**config.mk**
```make
export PLATFORM = sky130hd
export DESIGN_NAME = pmbist_scan_loader_flat
export DESIGN_NICKNAME = d
export VERILOG_FILES = /design/src/rtl/pmbist_scan_loader_if.sv /design/src/rtl/pmbist_scan_loader.sv /design/src/flat_wrapper.sv
export SDC_FILE = /design/constraint.sdc
export NUM_CORES = 1
export LEC_CHECK = 0
export CORE_MARGIN = 1
export CORE_UTILIZATION = 28
export DETAILED_ROUTE_END_ITERATION = 16
export PLACE_DENSITY = 0.48
export REMOVE_ABC_BUFFERS = 1
export SYNTH_ARGS = -nofsm -noshare
export SYNTH_HDL_FRONTEND = slang
export SYNTH_SLANG_ARGS = --single-unit
```
**constraint.sdc**
```tcl
create_clock -name clk -period 6 [get_ports clk]
set_input_delay 0.9 -clock clk [delete_from_list [all_inputs] [get_ports clk]]
set_output_delay 0.9 -clock clk [all_outputs]
set_load 0.05 [all_outputs]
```
**src/rtl/pmbist_scan_loader_if.sv**
```systemverilog
// Handshake bundle between the scan loader and the BIST memory block:
// instruction word and start strobe out, busy and pass/fail status back.
interface pmbist_scan_loader_if #(
    parameter int SCAN_WIDTH = 24
);
    logic [SCAN_WIDTH-1:0] scan;
    logic                  ts;
    logic                  busy_in;
    logic                  passfail_in;

    modport master (
        output scan,
        output ts,
        input  busy_in,
        input  passfail_in
    );

    modport slave (
        input  scan,
        input  ts,
        output busy_in,
        output passfail_in
    );
endinterface

```
**src/rtl/pmbist_scan_loader.sv**
```systemverilog
// Serial instruction loader for the programmable memory BIST: deserialises
// tester words into a command FIFO and sequences them one at a time.
module pmbist_scan_loader #(
    parameter int SCAN_WIDTH    = 24,
    parameter int DEPTH         = 4,
    parameter int TS_CYCLES     = 2,
    parameter int START_TIMEOUT = 16
) (
    input  logic                  clk,
    input  logic                  rst,
    input  logic                  tdi,
    input  logic                  tshift,
    input  logic                  tupdate,
    pmbist_scan_loader_if.master  bist,
    output logic                  fifo_full,
    output logic                  fifo_empty,
    output logic                  seq_busy,
    output logic                  fail_flag,
    output logic [7:0]            cmd_count,
    output logic                  load_err,
    output logic                  timeout_err
);

    localparam int AW      = $clog2(DEPTH);
    localparam int BW      = $clog2(SCAN_WIDTH + 2);
    localparam int CNT_MAX = (TS_CYCLES > START_TIMEOUT) ? TS_CYCLES : START_TIMEOUT;
    localparam int CW      = $clog2(CNT_MAX + 1);

    typedef enum logic [2:0] {
        ST_IDLE,
        ST_SETUP,
        ST_STROBE,
        ST_WAIT_START,
        ST_WAIT_DONE
    } state_t;

    state_t                 state_reg, state_next;
    logic [CW-1:0]          cnt_reg, cnt_next;

    logic [SCAN_WIDTH-1:0]  sr_reg;
    logic [BW-1:0]          bit_cnt_reg;
    logic                   load_err_reg;

    logic [SCAN_WIDTH-1:0]  mem [DEPTH];
    logic [AW:0]            wr_ptr_reg;
    logic [AW:0]            rd_ptr_reg;

    logic [SCAN_WIDTH-1:0]  scan_reg;
    logic                   ts_reg;
    logic                   fail_flag_reg;
    logic                   timeout_err_reg;
    logic [7:0]             cmd_count_reg;

    logic                   push;
    logic                   pop;
    logic                   cmd_done;
    logic                   fail_hit;
    logic                   timeout_hit;

    // ------------------------------------------------------------------
    // Shift path: counter saturates one past full width so an overshift
    // still reads as a bad length at commit time.
    // ------------------------------------------------------------------
    assign push = tupdate && (bit_cnt_reg == BW'(SCAN_WIDTH)) && !fifo_full;

    always_ff @(posedge clk or negedge rst) begin
        if (!rst) begin
            sr_reg       <= '0;
            bit_cnt_reg  <= '0;
            load_err_reg <= 1'b0;
        end else begin
            if (tupdate) begin
                bit_cnt_reg <= '0;
                if (!push) begin
                    load_err_reg <= 1'b1;
                end
            end else if (tshift) begin
                sr_reg <= {sr_reg[SCAN_WIDTH-2:0], tdi};
                if (bit_cnt_reg != BW'(SCAN_WIDTH + 1)) begin
                    bit_cnt_reg <= bit_cnt_reg + 1'b1;
                end
            end
        end
    end

    // ------------------------------------------------------------------
    // Command FIFO: storage carries no reset so it maps onto RAM; the
    // extra pointer bit separates full from empty.
    // ------------------------------------------------------------------
    assign pop        = (state_reg == ST_SETUP);
    assign fifo_empty = (wr_ptr_reg == rd_ptr_reg);
    assign fifo_full  = (wr_ptr_reg[AW] != rd_ptr_reg[AW]) &&
                        (wr_ptr_reg[AW-1:0] == rd_ptr_reg[AW-1:0]);

    always_ff @(posedge clk) begin
        if (push) begin
            mem[wr_ptr_reg[AW-1:0]] <= sr_reg;
        end
    end

    always_ff @(posedge clk or negedge rst) begin
        if (!rst) begin
            wr_ptr_reg <= '0;
            rd_ptr_reg <= '0;
        end else begin
            if (push) begin
                wr_ptr_reg <= wr_ptr_reg + 1'b1;
            end
            if (pop) begin
                rd_ptr_reg <= rd_ptr_reg + 1'b1;
            end
        end
    end

    // ------------------------------------------------------------------
    // Sequencer
    // ------------------------------------------------------------------
    always_ff @(posedge clk or negedge rst) begin
        if (!rst) begin
            state_reg <= ST_IDLE;
            cnt_reg   <= '0;
        end else begin
            state_reg <= state_next;
            cnt_reg   <= cnt_next;
        end
    end

    always_comb begin
        state_next  = state_reg;
        cnt_next    = cnt_reg;
        cmd_done    = 1'b0;
        fail_hit    = 1'b0;
        timeout_hit = 1'b0;
        case (state_reg)
            ST_IDLE: begin
                if (!fifo_empty) begin
                    state_next = ST_SETUP;
                end
            end
            ST_SETUP: begin
                state_next = ST_STROBE;
                cnt_next   = '0;
            end
            ST_STROBE: begin
                if (cnt_reg == CW'(TS_CYCLES - 1)) begin
                    state_next = ST_WAIT_START;
                    cnt_next   = '0;
                end else begin
                    cnt_next = cnt_reg + 1'b1;
                end
            end
            ST_WAIT_START: begin
                if (bist.busy_in) begin
                    state_next = ST_WAIT_DONE;
                end else if (cnt_reg == CW'(START_TIMEOUT - 1)) begin
                    state_next  = ST_IDLE;
                    timeout_hit = 1'b1;
                    cmd_done    = 1'b1;
                end else begin
                    cnt_next = cnt_reg + 1'b1;
                end
            end
            ST_WAIT_DONE: begin
                if (!bist.busy_in) begin
                    state_next = ST_IDLE;
                    cmd_done   = 1'b1;
                    fail_hit   = bist.passfail_in;
                end
            end
            default: begin
                state_next = ST_IDLE;
            end
        endcase
    end

    // ts is registered from the next state so the strobe is glitch-free
    // and lines up exactly with the STROBE state.
    always_ff @(posedge clk or negedge rst) begin
        if (!rst) begin
            scan_reg <= '0;
            ts_reg   <= 1'b0;
        end else begin
            ts_reg <= (state_next == ST_STROBE);
            if (pop) begin
                scan_reg <= mem[rd_ptr_reg[AW-1:0]];
            end
        end
    end

    always_ff @(posedge clk or negedge rst) begin
        if (!rst) begin
            fail_flag_reg   <= 1'b0;
            timeout_err_reg <= 1'b0;
            cmd_count_reg   <= '0;
        end else begin
            if (fail_hit) begin
                fail_flag_reg <= 1'b1;
            end
            if (timeout_hit) begin
                timeout_err_reg <= 1'b1;
            end
            if (cmd_done && (cmd_count_reg != 8'hFF)) begin
                cmd_count_reg <= cmd_count_reg + 1'b1;
            end
        end
    end

    assign bist.scan   = scan_reg;
    assign bist.ts     = ts_reg;
    assign seq_busy    = (state_reg != ST_IDLE);
    assign fail_flag   = fail_flag_reg;
    assign cmd_count   = cmd_count_reg;
    assign load_err    = load_err_reg;
    assign timeout_err = timeout_err_reg;

endmodule

```
**src/flat_wrapper.sv**
```systemverilog
// flat-port wrapper written by rule: the top's interface ports become plain ports
module pmbist_scan_loader_flat 
#(
    parameter int SCAN_WIDTH    = 24,
    parameter int DEPTH         = 4,
    parameter int TS_CYCLES     = 2,
    parameter int START_TIMEOUT = 16
)
  (clk, rst, tdi, tshift, tupdate, fifo_full, fifo_empty, seq_busy, fail_flag, cmd_count, load_err, timeout_err, bist_scan, bist_ts, bist_busy_in, bist_passfail_in);
  pmbist_scan_loader_if #(.SCAN_WIDTH(SCAN_WIDTH)) bist_i ();
  input  logic clk;
  input  logic rst;
  input  logic tdi;
  input  logic tshift;
  input  logic tupdate;
  output logic fifo_full;
  output logic fifo_empty;
  output logic seq_busy;
  output logic fail_flag;
  output logic [7:0] cmd_count;
  output logic load_err;
  output logic timeout_err;
  output wire logic [$bits(bist_i.scan)-1:0] bist_scan;
  output wire logic [$bits(bist_i.ts)-1:0] bist_ts;
  input wire logic [$bits(bist_i.busy_in)-1:0] bist_busy_in;
  input wire logic [$bits(bist_i.passfail_in)-1:0] bist_passfail_in;
  assign bist_scan = bist_i.scan;
  assign bist_ts = bist_i.ts;
  assign bist_i.busy_in = bist_busy_in;
  assign bist_i.passfail_in = bist_passfail_in;
  pmbist_scan_loader #(.SCAN_WIDTH(SCAN_WIDTH), .DEPTH(DEPTH), .TS_CYCLES(TS_CYCLES), .START_TIMEOUT(START_TIMEOUT)) u_core (.clk(clk), .rst(rst), .tdi(tdi), .tshift(tshift), .tupdate(tupdate), .bist(bist_i), .fifo_full(fifo_full), .fifo_empty(fifo_empty), .seq_busy(seq_busy), .fail_flag(fail_flag), .cmd_count(cmd_count), .load_err(load_err), .timeout_err(timeout_err));
endmodule
```
; ---- Word-level counts from Yosys, hierarchy flattened
; Memory sizes are Yosys's and may differ from the RTL's. A register that Yosys moved wholly into a read port is not among the register bits.
; Cells that the tools add are included.
[totals]
in_bits = 7
regBits = 55
ramBits = 96
memories = 1
wordCells = 71
out_inout_bits = 39
[mem_list]
columns = name, depth, width, rd, rd_ports_with_merged_regs, write_ports, line
row1 = u_core.mem, 4, 24, 1, 1, 1, pmbist_scan_loader.sv:44  ; logic [SCAN_WIDTH-1:0] mem [DEPTH];
[op_classes]
n_addsub = 5
eq_ne = 15
bitwise_logic = 2
muxes = 22
reduce_logical = 15
[ops]
columns = operator, n
row1 = two-way mux 5 bit, 6
row2 = two-way mux 3 bit, 5
row3 = one-hot mux 3 bit (5 select lines), 1
row4 = one-hot mux 5 bit (3 select lines), 1
row5 = adder 5 x 1 -> 5 bit (second input constant), 2
row6 = equality test 3 x 2 -> 1 bit (second input constant), 3
row7 = adder 8 x 1 -> 8 bit (second input constant), 1
row8 = two-way mux 1 bit, 8
row9 = inequality test 8 bit (second input constant), 1
row10 = adder 3 x 1 -> 3 bit (second input constant), 2
row11 = AND reduction 2 bit, 3
row12 = nonzero test 3 bit, 2
row13 = equality test 5 x 1 -> 1 bit (second input constant), 1
row14 = equality test 5 x 4 -> 1 bit (second input constant), 1
row15 = equality test 5 bit (second input constant), 1
row16 = inequality test 5 bit (second input constant), 1
row17 = logical AND 1 bit, 4
row18 = inequality test 2 bit (second input constant), 2
row19 = nonzero test 2 bit, 2
row20 = equality test 3 x 1 -> 1 bit (second input constant), 1
row21 = equality test 3 bit, 1
row22 = equality test 3 bit (second input constant), 1
row23 = zero test 3 bit, 1
row24 = AND reduction 3 bit, 1
row25 = 5 further kinds, 7

; ---- Logic depth before layout (Yosys ltp)
; Gate-level depths: netlist of run 1.
[logic_depth]
depth_word = 6
depth_mapped = 7
mapped_depth_nobuf = 7

; ---- Least setup slack after synthesis of run 1
; OpenSTA, ideal clock, no wires.
[synth_timing]
kind = input to register
start = input port tupdate
end = memory u_core.mem[3][0], enable pin
path_slack_ns = 3.328
required_ns = 5.616
setup_time_ns = 0.384
arrival_time_ns = 2.288
n_path_buf = 1
stages = 4
cell_sequence = clkbuf_2 > nand4_1 > a311oi_4 > and2_1
[synth_between]
elab_chain_cells = 4
[synth_rtl]
columns = item, line
row1 = "start, declared", flat_wrapper.sv:15  ; input logic tupdate;
row2 = logical AND 1 bit (2 in a row), pmbist_scan_loader.sv:64  ; assign push = tupdate && (bit_cnt_reg == BW'(SCAN_WIDTH)) && !fifo_full;
row3 = two-way mux 1 bit, pmbist_scan_loader.sv:96  ; if (push) begin
row4 = two-way mux 1 bit (not written as such), pmbist_scan_loader.sv:97  ; mem[wr_ptr_reg[AW-1:0]] <= sr_reg;
row5 = "end, declared", pmbist_scan_loader.sv:44
; Every way passes these cells.

; ---- Worst setup path in the final report of run 1
[layout_timing]
start = register u_core.rd_ptr_reg[0]
end = output port fifo_empty
[layout_between]
elab_chain_cells = 1
[layout_rtl]
columns = item, line
row1 = "start, declared", pmbist_scan_loader.sv:46  ; logic [AW:0] rd_ptr_reg;
row2 = "start signal, assigned", pmbist_scan_loader.sv:110  ; rd_ptr_reg <= rd_ptr_reg + 1'b1;
row3 = equality test 3 bit, pmbist_scan_loader.sv:91  ; assign fifo_empty = (wr_ptr_reg == rd_ptr_reg);
row4 = "end, declared", flat_wrapper.sv:17  ; output logic fifo_empty;
; Every way passes these cells.

==> results of run 1 <==
-- cell usage in the layout (no fill, tap or decap), types with 3 or more instances in the layout --
master,count
xor2_1,5
inv_1,9
mux2_2,49
clkbuf_16,17
clkdlybuf4s50_1,44
nor2_1,9
dfrtp_1,78
buf_4,10
inv_6,5
o21ai_0,5
a21oi_1,6
mux2i_1,3
and2_1,4
edfxtp_1,96
xnor2_1,7
nand2_1,8
mux4_2,24
nand2b_1,7
ha_1,12
nand4_1,7
and3_1,5
mux2_1,3
inv_8,3
-- final cells by class --
| cell class | count | area [µm²] | area share, % |
|---|---|---|---|
| multi-input cells | 183 | 1950 | 23.3 |
| flip-flops and latches | 175 | 4860 | 58.1 |
| clock inverters | 15 | 170 | 2.04 |
| well taps | 324 | 405 | 4.85 |
| clock buffers | 17 | 425 | 5.09 |
| repair buffers | 54 | 515 | 6.17 |
| inverters | 9 | 33.8 | 0.404 |
-- critical path, delay by kind of cell (launching register included) --
kind / cells / cell delay, ps
XOR/XNOR: 1 / 440
flip-flops: 1 / 390
buffers and inverters: 2 / 1120
AND/OR/NAND/NOR: 2 / 260
-- metrics by stage --
| step | area (µm²) | power, µW | setup WS [ps] |
|---|---|---|---|
| 2_1_floorplan | 6830 | 2550 | 2850 |
| 3_3_place_gp | 7760 | 2950 | 2860 |
| 3_5_place_dp | 7760 | 2970 | 2830 |
| 4_1_cts | 8360 | 4080 | 2400 |
| 5_1_grt | 8360 | 4220 | 2240 |
| 6_report | 8360 | 4010 | 2450 |
-- cells by family (layout without fill, tap and decap cells) --
kind of cell | count (synthesis) | in the layout | share of synthesized area (%)
buffers and inverters | 23 | 95 | 1.52
adder cells (fa/ha/maj) | 12 | 12 | 2.17
multiplexers | 80 | 80 | 17.0
XOR/XNOR | 12 | 12 | 1.52
AO/OA/AOI/OAI | 24 | 24 | 2.75
AND/OR/NAND/NOR | 55 | 55 | 4.69
flip-flops | 175 | 175 | 70.4
-- per-layer routing --
layer  track usage [%]  vias to the layer above  part of all wire, %  wire length [µm]
li1                  -                     1583                    -                 -
met1              13.0                     1747                   46              5530
met2              16.6                       73                   49              5860
met3              2.94                       13                  4.3               514
met4              4.15                        0                  1.1               127
met5                 0                        -                    0                 0
-- worst min-delay path by stage --
stage | endpoint | cells after the start | start
detailed placement | u_core.fail_flag | 1 | u_core.fail_flag
global placement | u_core.timeout_err | 1 | u_core.timeout_err
global route | u_core.bist.scan[8] | 1 | rst
finish | u_core.bist.scan[8] | 1 | rst
CTS | u_core.bist.scan[8] | 1 | rst
floorplan | u_core.mem[0][23] | 0 | u_core.sr_reg[23]
-- power groups by stage --
stage / Combinational [µW] / Sequential [µW] / Clock, µW
floorplan: 501 / 2050 / 0
global placement: 1270 / 1680 / 0
detailed placement: 1270 / 1690 / 0
CTS: 1280 / 1670 / 1130
global route: 1340 / 1700 / 1180
finish: 1250 / 1660 / 1100
==> impl_metrics.csv, run 1 <==
group,metric,value,unit
drt,vias,3416,
power,p_leak,0.00314,µW
logic_synthesis,synth-edff-count,96,
worst_setup_path,crit-reg2reg-launch,"u_core.rd_ptr_reg[0]",
drt,viasPerCell,4.40,
clocking,cts_hold_buf,0,
worst_setup_path,crit_type,"reg -> out",
clocking,postCtsSetupBuffers,0,
power,p_sw_share,34.4,%
logic_synthesis,syn_area_per_cell,18.1,µm²
clocking,path_clk_slew,70,ps
worst_setup_path,r2r-end,"u_core.mem[3][4]",
sta,fin_worst_skew,11.0,ps
worst_setup_path,worstSetupEndpointType,"output port",
power,p_int,2630,µW
drt,drt_iter0_markers,152,
worst_setup_path,arrival,2650,ps
final_layout,utilization,34.5,%
place,gp_congestion,0.724,
worst_setup_path,cp_max_fo,27,
global_routing,antenna_found_initial,0,
floorplan,fp-row-count,57,
sta,max_freq,282,MHz
power,power.share.sequential,41.4,%
logic_synthesis,synth_area,0.00691,mm²
logic_synthesis,synth_ff_type,"edfxtp_1",
logic_synthesis,synthCells,381,
final_layout,drive_above_1_share,27.4,%
floorplan,die_area,0.0253,mm²
place,dp_cells,745,
job,maxCapViolCount,0,
drt,ant_nets,0,
worst_setup_path,ff2ff_path_depth,5,
global_routing,gr-total-overflow,0,
power,ir_worst_vdd,235,µV
sta,maxSlewViolCount,0,
clocking,htreeDepth,4,
sta,finalCriticalPeriod,3550,ps
clocking,worstSkewPairLatency,430,ps
logic_synthesis,synthArstFlopShare,45.1,%
worst_setup_path,worst_path_max_delay_cell,"clkdlybuf4s50_1",
worst_setup_path,crit_start,"u_core.rd_ptr_reg[0]",
floorplan,die_h,159,µm
logic_synthesis,synth_top_cell_by_area,"edfxtp_1",
sta,whs,385,ps
floorplan,io_pins,46,
worst_setup_path,critPathLaunchType,"flop",
clocking,cts_tree,"built",
clocking,clockBufferDepth,2,
power,p_per_area,480,mW/mm²
logic_synthesis,ys_ff_latch,175,
final_layout,nets,459,
clocking,clockRootBuffer,"clkbuf_16",
sta,rsz0062_at_grt,"false",
final_layout,layout.cells.non_filler,777,
sta,maxSlewHeadroom,51.7,%
sta,timing.final.crit_share,59.2,%
status,status,"complete, no violations",
final_layout,num-fill-cells,2348,
logic_synthesis,synth_common_cells,"96 x edfxtp_1, 79 x dfrtp_1, 49 x mux2_2, 24 x mux4_2, 12 x ha_1",
floorplan,fp.dieW,159,µm
power,power_switching,1380,µW
final_layout,synthToLayoutAreaGrowth,21.1,%
global_routing,grt_pass1_wl,19700,µm
drt,wirelength,12000,µm
power,pwr-share-clk,27.4,%
clocking,numCtsBuffers,17,
drt,wire_per_inst,15.5,µm
drt,dr.pass1.iters,4,
final_layout,diodes,0,
logic_synthesis,synth_top_area_share,41.7,%
logic_synthesis,seq_area_frac_synth,70.4,%
sta,worst_slew_pin_slew,725,ps
floorplan,start_util,28.5,%
drt,drc,0,
global_routing,grt_pass1_vias,3571,
place,dp_hpwl,7210,µm
floorplan,design.core.area,0.0242,mm²
worst_setup_path,r2r_slack,3520,ps
place,port_buffers,45,
min_path,hold_class,"in -> async",
sta,setup_viol,0,
logic_synthesis,synthTopCellsByArea,"edfxtp_1 42%, dfrtp_1 29%, mux2_2 8.0%",
global_routing,grt_usage,10.3,%
worst_setup_path,cp_cell_sequence,"buf_4 > xnor2_1 > nand2_1 > nor2_1 > clkdlybuf4s50_1",
sta,tns,0,ps
logic_synthesis,synth_most_common_cell,"edfxtp_1",
logic_synthesis,ys_types,44,
final_layout,largest_reg_flops,96,
worst_setup_path,crit_end,"fifo_empty",
worst_setup_path,cpPeakStageDelay,820,ps
global_routing,grt_max_degree,54,
power,comb_power_share,31.2,%
logic_synthesis,yosysWarnings,0,
worst_setup_path,worstPathRequired,5100,ps
sta,timing.final.hold_violations,0,
clocking,clock_sinks,175,
clocking,ctsResizeCount,0,
No activity file was read; power rests on OpenSTA's default activity.
==> run 2, diff against run 1 <==
==> constraint.sdc (replaced) <==
create_clock -name clk -period 3.45 [get_ports clk]
set_input_delay 0.5175 -clock clk [delete_from_list [all_inputs] [get_ports clk]]
set_output_delay 0.5175 -clock clk [all_outputs]
set_load 0.05 [all_outputs]
==> run 2 against run 1 <==
  * Count of clock-buffer cells in the layout grew 3
  * Worst hold slack lost 300 ps
  * Sequential share of layout area grew 0.22 points
  * Register-to-register slack lost 2400 ps
  * Sequential power grew 74%
  * Wire length grew 3.6%
  * Clock skew shrank 0.85 ps
  * Critical endpoint unchanged
  * First-iteration DRC count grew 3.9%
  * Largest cell class unchanged
  * Total power grew 71%
==> impl_metrics.csv, run 2 (same netlist as run 1, synthesis figures left out) <==
group,metric,value,unit
status,status,"complete, no violations",
final_layout,synthToLayoutAreaGrowth,20.6,%
sta,tns,0,ps
global_routing,grt_pass1_wl,20500,µm
drt,viasPerCell,4.39,
final_layout,largest_reg_flops,96,
power,power_switching,2350,µW
floorplan,die_area,0.0253,mm²
worst_setup_path,crit_type,"reg -> out",
final_layout,final_common_cell,"edfxtp_1",
power,pwr-share-clk,25.9,%
floorplan,fp.dieW,159,µm
place,gp_congestion,0.708,
power,comb_power_share,31.8,%
global_routing,grt_max_degree,42,
final_layout,nets,461,
clocking,clock_sinks,175,
worst_setup_path,worstSetupEndpointType,"output port",
global_routing,gr-total-overflow,0,
global_routing,antenna_found_initial,0,
drt,ant_nets,0,
clocking,numCtsBuffers,17,
final_layout,register_area,0.00486,mm²
power,p_int,4500,µW
sta,timing.final.crit_share,82.9,%
global_routing,grt_usage,10.7,%
clocking,clockRootBuffer,"clkbuf_16",
power,power.share.sequential,42.3,%
power,ir_worst_vdd,382,µV
final_layout,drive_above_1_share,27.3,%
sta,maxSlewViolCount,0,
floorplan,die_h,159,µm
drt,dr_wl_met3,411,µm
floorplan,io_pins,46,
floorplan,design.core.area,0.0242,mm²
clocking,htreeDepth,4,
worst_setup_path,critPathLaunchType,"flop",
final_layout,diodes,0,
clocking,clockBufferDepth,2,
place,dp_hpwl,7450,µm
floorplan,fp-row-count,57,
drt,wl_met1,5820,µm
job,maxCapViolCount,0,
sta,finalCriticalPeriod,2860,ps
power,p_sw_share,34.3,%
power,p_leak,0.00312,µW
sta,fin_worst_skew,10.1,ps
worst_setup_path,worstPathRequired,2930,ps
final_layout,multi_input_area,0.00195,mm²
floorplan,start_util,28.5,%
clocking,worstSkewPairLatency,430,ps
sta,setup_ws,590,ps
global_routing,grt_pass1_vias,3705,
drt,wire_per_inst,16.0,µm
drt,dr.pass1.iters,4,
sta,maxSlewHeadroom,60.2,%
clocking,ctsResizeCount,0,
sta,setup_viol,0,
drt,met2_length,6070,µm
worst_setup_path,arrival,2340,ps
place,dp_slack,683,ps
drt,top_layer,"met4",
final_layout,num-fill-cells,2361,
sta,rsz0062_at_grt,"false",
drt,drt_iter0_markers,158,
sta,worst_slew_pin_slew,593,ps
sta,max_freq,350,MHz
final_layout,final_cell_mix,"96 x edfxtp_1, 78 x dfrtp_1, 49 x mux2_2, 44 x clkdlybuf4s50_1, 24 x mux4_2",
drt,wirelength,12500,µm
clocking,cts_tree,"built",
drt,vias,3419,
min_path,hold_class,"in -> async",
sta,timing.final.hold_violations,0,
clocking,cts_hold_buf,0,
clocking,postCtsSetupBuffers,0,
power,p_per_area,822,mW/mm²
clocking,path_clk_slew,70,ps
worst_setup_path,cp_max_fo,4,
place,port_buffers,45,
drt,drc,0,
[run 2: final timing paths]
check,from,endpoint,slack [ps],cells after the start
worst max-delay path,u_core.wr_ptr_reg[1],fifo_empty,590,4
worst min-delay path,rst,u_core.bist.scan[6],90,1
worst max register to register,u_core.cnt_reg[0],u_core.cnt_reg[3],1150,7
worst min register to register,u_core.timeout_err,u_core.timeout_err,480,1
max in group asynchronous,rst,u_core.fail_flag,2630,2
min in group clk,u_core.timeout_err,u_core.timeout_err,480,1
[run 2: power by group through the flow]
stage	clock network, µW	registers [µW]	logic (µW)
final	1770	2890	2180
after global placement	0	2930	2210
after floorplan	0	3560	872
after CTS	1840	2910	2230
after detailed placement	0	2950	2220
after global routing	1920	2960	2330
[run 2: through the flow]
stage	hold WS, ps	cells	power [µW]	instance area, µm²	utilization (%)
floorplan	222	367	4430	6830	-
finish	85.7	779	6850	8330	34.3
global route	126	779	7210	8330	34.3
CTS	97.0	779	6970	8330	34.3
global placement	461	747	5140	7780	32.1
detailed placement	458	747	5170	7780	32.1
[run 2: layout make-up]
type / instances / share of cell area, %
clock buffers: 20 / 5.36
repair buffers: 56 / 6.37
inverters: 9 / 0.406
flip-flops and latches: 175 / 58.4
well taps: 324 / 4.87
clock inverters: 12 / 1.23
multi-input cells: 183 / 23.4
[run 2: per-layer routing]
metal  vias up  global-route usage [%]
met5         -                       0
met4         0                    4.11
met3        13                    3.05
met2        61                    17.3
met1      1765                    13.5
li1       1580                       -
[run 2: critical path, cell delays in order, from the launching register on]
cell             delay [ps]
dfrtp_1                 420
xnor2_1                 410
nand2_1                 130
nor2_1                  140
clkdlybuf4s50_1         830
==> run 3, diff against run 2 <==
--- a/config.mk
+++ b/config.mk
@@ -8,7 +8,7 @@
 export CORE_MARGIN = 1
 export CORE_UTILIZATION = 28
 export DETAILED_ROUTE_END_ITERATION = 16
-export PLACE_DENSITY = 0.48
+export PLACE_DENSITY = 0.49
 export REMOVE_ABC_BUFFERS = 1
 export SYNTH_ARGS = -nofsm -noshare
 export SYNTH_HDL_FRONTEND = slang
==> constraint.sdc (replaced) <==
create_clock -name clk -period 2.3 [get_ports clk]
set_input_delay 0.345 -clock clk [delete_from_list [all_inputs] [get_ports clk]]
set_output_delay 0.345 -clock clk [all_outputs]
set_load 0.05 [all_outputs]
==> run 3 against run 2 <==
  * Cell count rose by 0.77%
  * Die area did not move
  * Global-route usage fell by 0.22 points
  * Flip-flop and latch count did not move
  * Count of clock-buffer cells in the layout fell by 2
  * Design area rose by 3.2%
  * Clock skew barely moved
  * Highest routed layer unchanged
==> impl_metrics.csv, run 3 (same netlist as run 1, synthesis figures left out) <==
group,metric,value,unit
drt,wire_per_inst,15.4,µm
power,pwr-share-clk,29.2,%
worst_setup_path,ff2ff_path_depth,7,
final_layout,synthToLayoutAreaGrowth,24.4,%
place,dp_slack,173,ps
min_path,hold_class,"in -> async",
sta,rsz0062_at_grt,"false",
worst_setup_path,critPathLaunchType,"flop",
final_layout,drive_above_1_share,28.6,%
floorplan,fp.dieW,159,µm
place,gp_congestion,0.694,
power,p_leak,0.00324,µW
sta,fin_worst_skew,10.3,ps
global_routing,grt_pass1_wl,20100,µm
final_layout,final_common_cell,"edfxtp_1",
final_layout,design_area,0.00859,mm²
clocking,htreeDepth,4,
worst_setup_path,crit-reg2reg-launch,"u_core.cnt_reg[0]",
drt,dr.pass1.iters,4,
drt,wirelength,12100,µm
sta,maxSlewViolCount,0,
sta,setup_viol,0,
power,power.share.sequential,39.9,%
drt,drt_iter0_markers,130,
floorplan,fp-row-count,57,
drt,viasPerCell,4.33,
final_layout,largest_reg_flops,96,
power,power_switching,3590,µW
worst_setup_path,cp_max_fo,4,
worst_setup_path,arrival,1770,ps
power,ir_worst_vdd,818,µV
place,port_buffers,45,
final_layout,final_cell_mix,"96 x edfxtp_1, 79 x dfrtp_1, 49 x mux2_2, 41 x clkdlybuf4s50_1, 24 x mux4_2",
global_routing,gr-total-overflow,0,
clocking,clock_sinks,175,
global_routing,grt_usage,10.4,%
job,maxCapViolCount,0,
drt,vias,3396,
drt,ant_nets,0,
sta,timing.final.hold_violations,0,
status,status,"complete, no violations",
global_routing,grt_max_degree,40,
sta,timing.final.crit_share,92.0,%
global_routing,grt_pass1_vias,3664,
clocking,clockRootBuffer,"clkbuf_16",
sta,maxSlewHeadroom,61.4,%
clocking,clockBufferDepth,2,
clocking,cts_tree,"built",
place,dp_hpwl,7320,µm
power,p_sw_share,33.0,%
sta,max_freq,473,MHz
sta,finalCriticalPeriod,2120,ps
final_layout,layout.cells.non_filler,785,
clocking,worstSkewPairLatency,430,ps
sta,setup_ws,185,ps
global_routing,antenna_found_initial,0,
sta,worst_slew_pin_slew,578,ps
worst_setup_path,crit_type,"reg -> out",
final_layout,nets,467,
floorplan,io_pins,46,
clocking,path_clk_slew,70,ps
power,p_int,7280,µW
power,comb_power_share,30.9,%
floorplan,die_area,0.0253,mm²
worst_setup_path,worstPathRequired,1960,ps
floorplan,start_util,28.5,%
worst_setup_path,crit_start,"u_core.wr_ptr_reg[1]",
drt,drc,0,
final_layout,diodes,0,
place,dp_cells,752,
power,p_per_area,1260,mW/mm²
floorplan,design.core.area,0.0242,mm²
worst_setup_path,worstSetupEndpointType,"output port",
floorplan,die_h,159,µm
clocking,numCtsBuffers,17,
place,place_area,0.00792,mm²
sta,tns,0,ps
==> run 3: repair_timing <==
action / 4_1_cts / 5_1_grt
resized for setup: 1 / 0
setup buffers: 0 / 0
hold endpoints to repair: 36 / 0
setup endpoints to repair: 1 / 0
hold buffers: 1 / 0
==> run 3: final cells by class <==
cell class	count	area, µm²
Fill cell	2323	15700
Clock inverter	14	221
Multi-Input combinational cell	183	1950
Tap cell	324	405
Sequential cell	175	4860
Clock buffer	18	439
Inverter	9	33.8
Timing Repair Buffer	62	684
==> run 3: worst paths after layout <==
check                                            to  slack [ps]
worst max-delay path                      fifo_full         180
max in group asynchronous       u_core.bist.scan[4]        1260
min in group clk                    u_core.load_err         480
worst max register to register  u_core.cmd_count[6]         270
worst min register to register      u_core.load_err         480
worst min-delay path            u_core.bist.scan[9]         440
==> run 3: per-layer routing <==
layer  GRT usage, %  part of all wire [%]  up-vias
li1               -                     -     1594
met2           16.6                    49       50
met3           3.54                   3.9       10
met1           13.3                    45     1742
met5              0                     0        -
met4           3.41                   1.2        0
==> run 3: power groups by stage <==
stage	combinational (µW)	clock, µW	sequential, µW
finish	3350	3180	4340
global route	3610	3400	4430
CTS	3430	3270	4350
detailed placement	3430	0	4410
global placement	3410	0	4380
floorplan	1310	0	5340
==> run 3: metrics by stage <==
step | power, µW | hold slack [ps] | utilization [%]
6_report | 10900 | 444 | 35.4
5_1_grt | 11400 | 490 | 35.4
4_1_cts | 11100 | 470 | 35.4
3_5_place_dp | 7840 | 392 | 32.7
3_3_place_gp | 7790 | 388 | 32.7
2_1_floorplan | 6650 | 49.4 | -
==> run 3: worst max-delay path, cell delays in order, from the launching register on <==
cell and delay (ps):
dfrtp_1 420, xnor2_1 380, nand2_1 120, nor2_1 240
buf_12 180
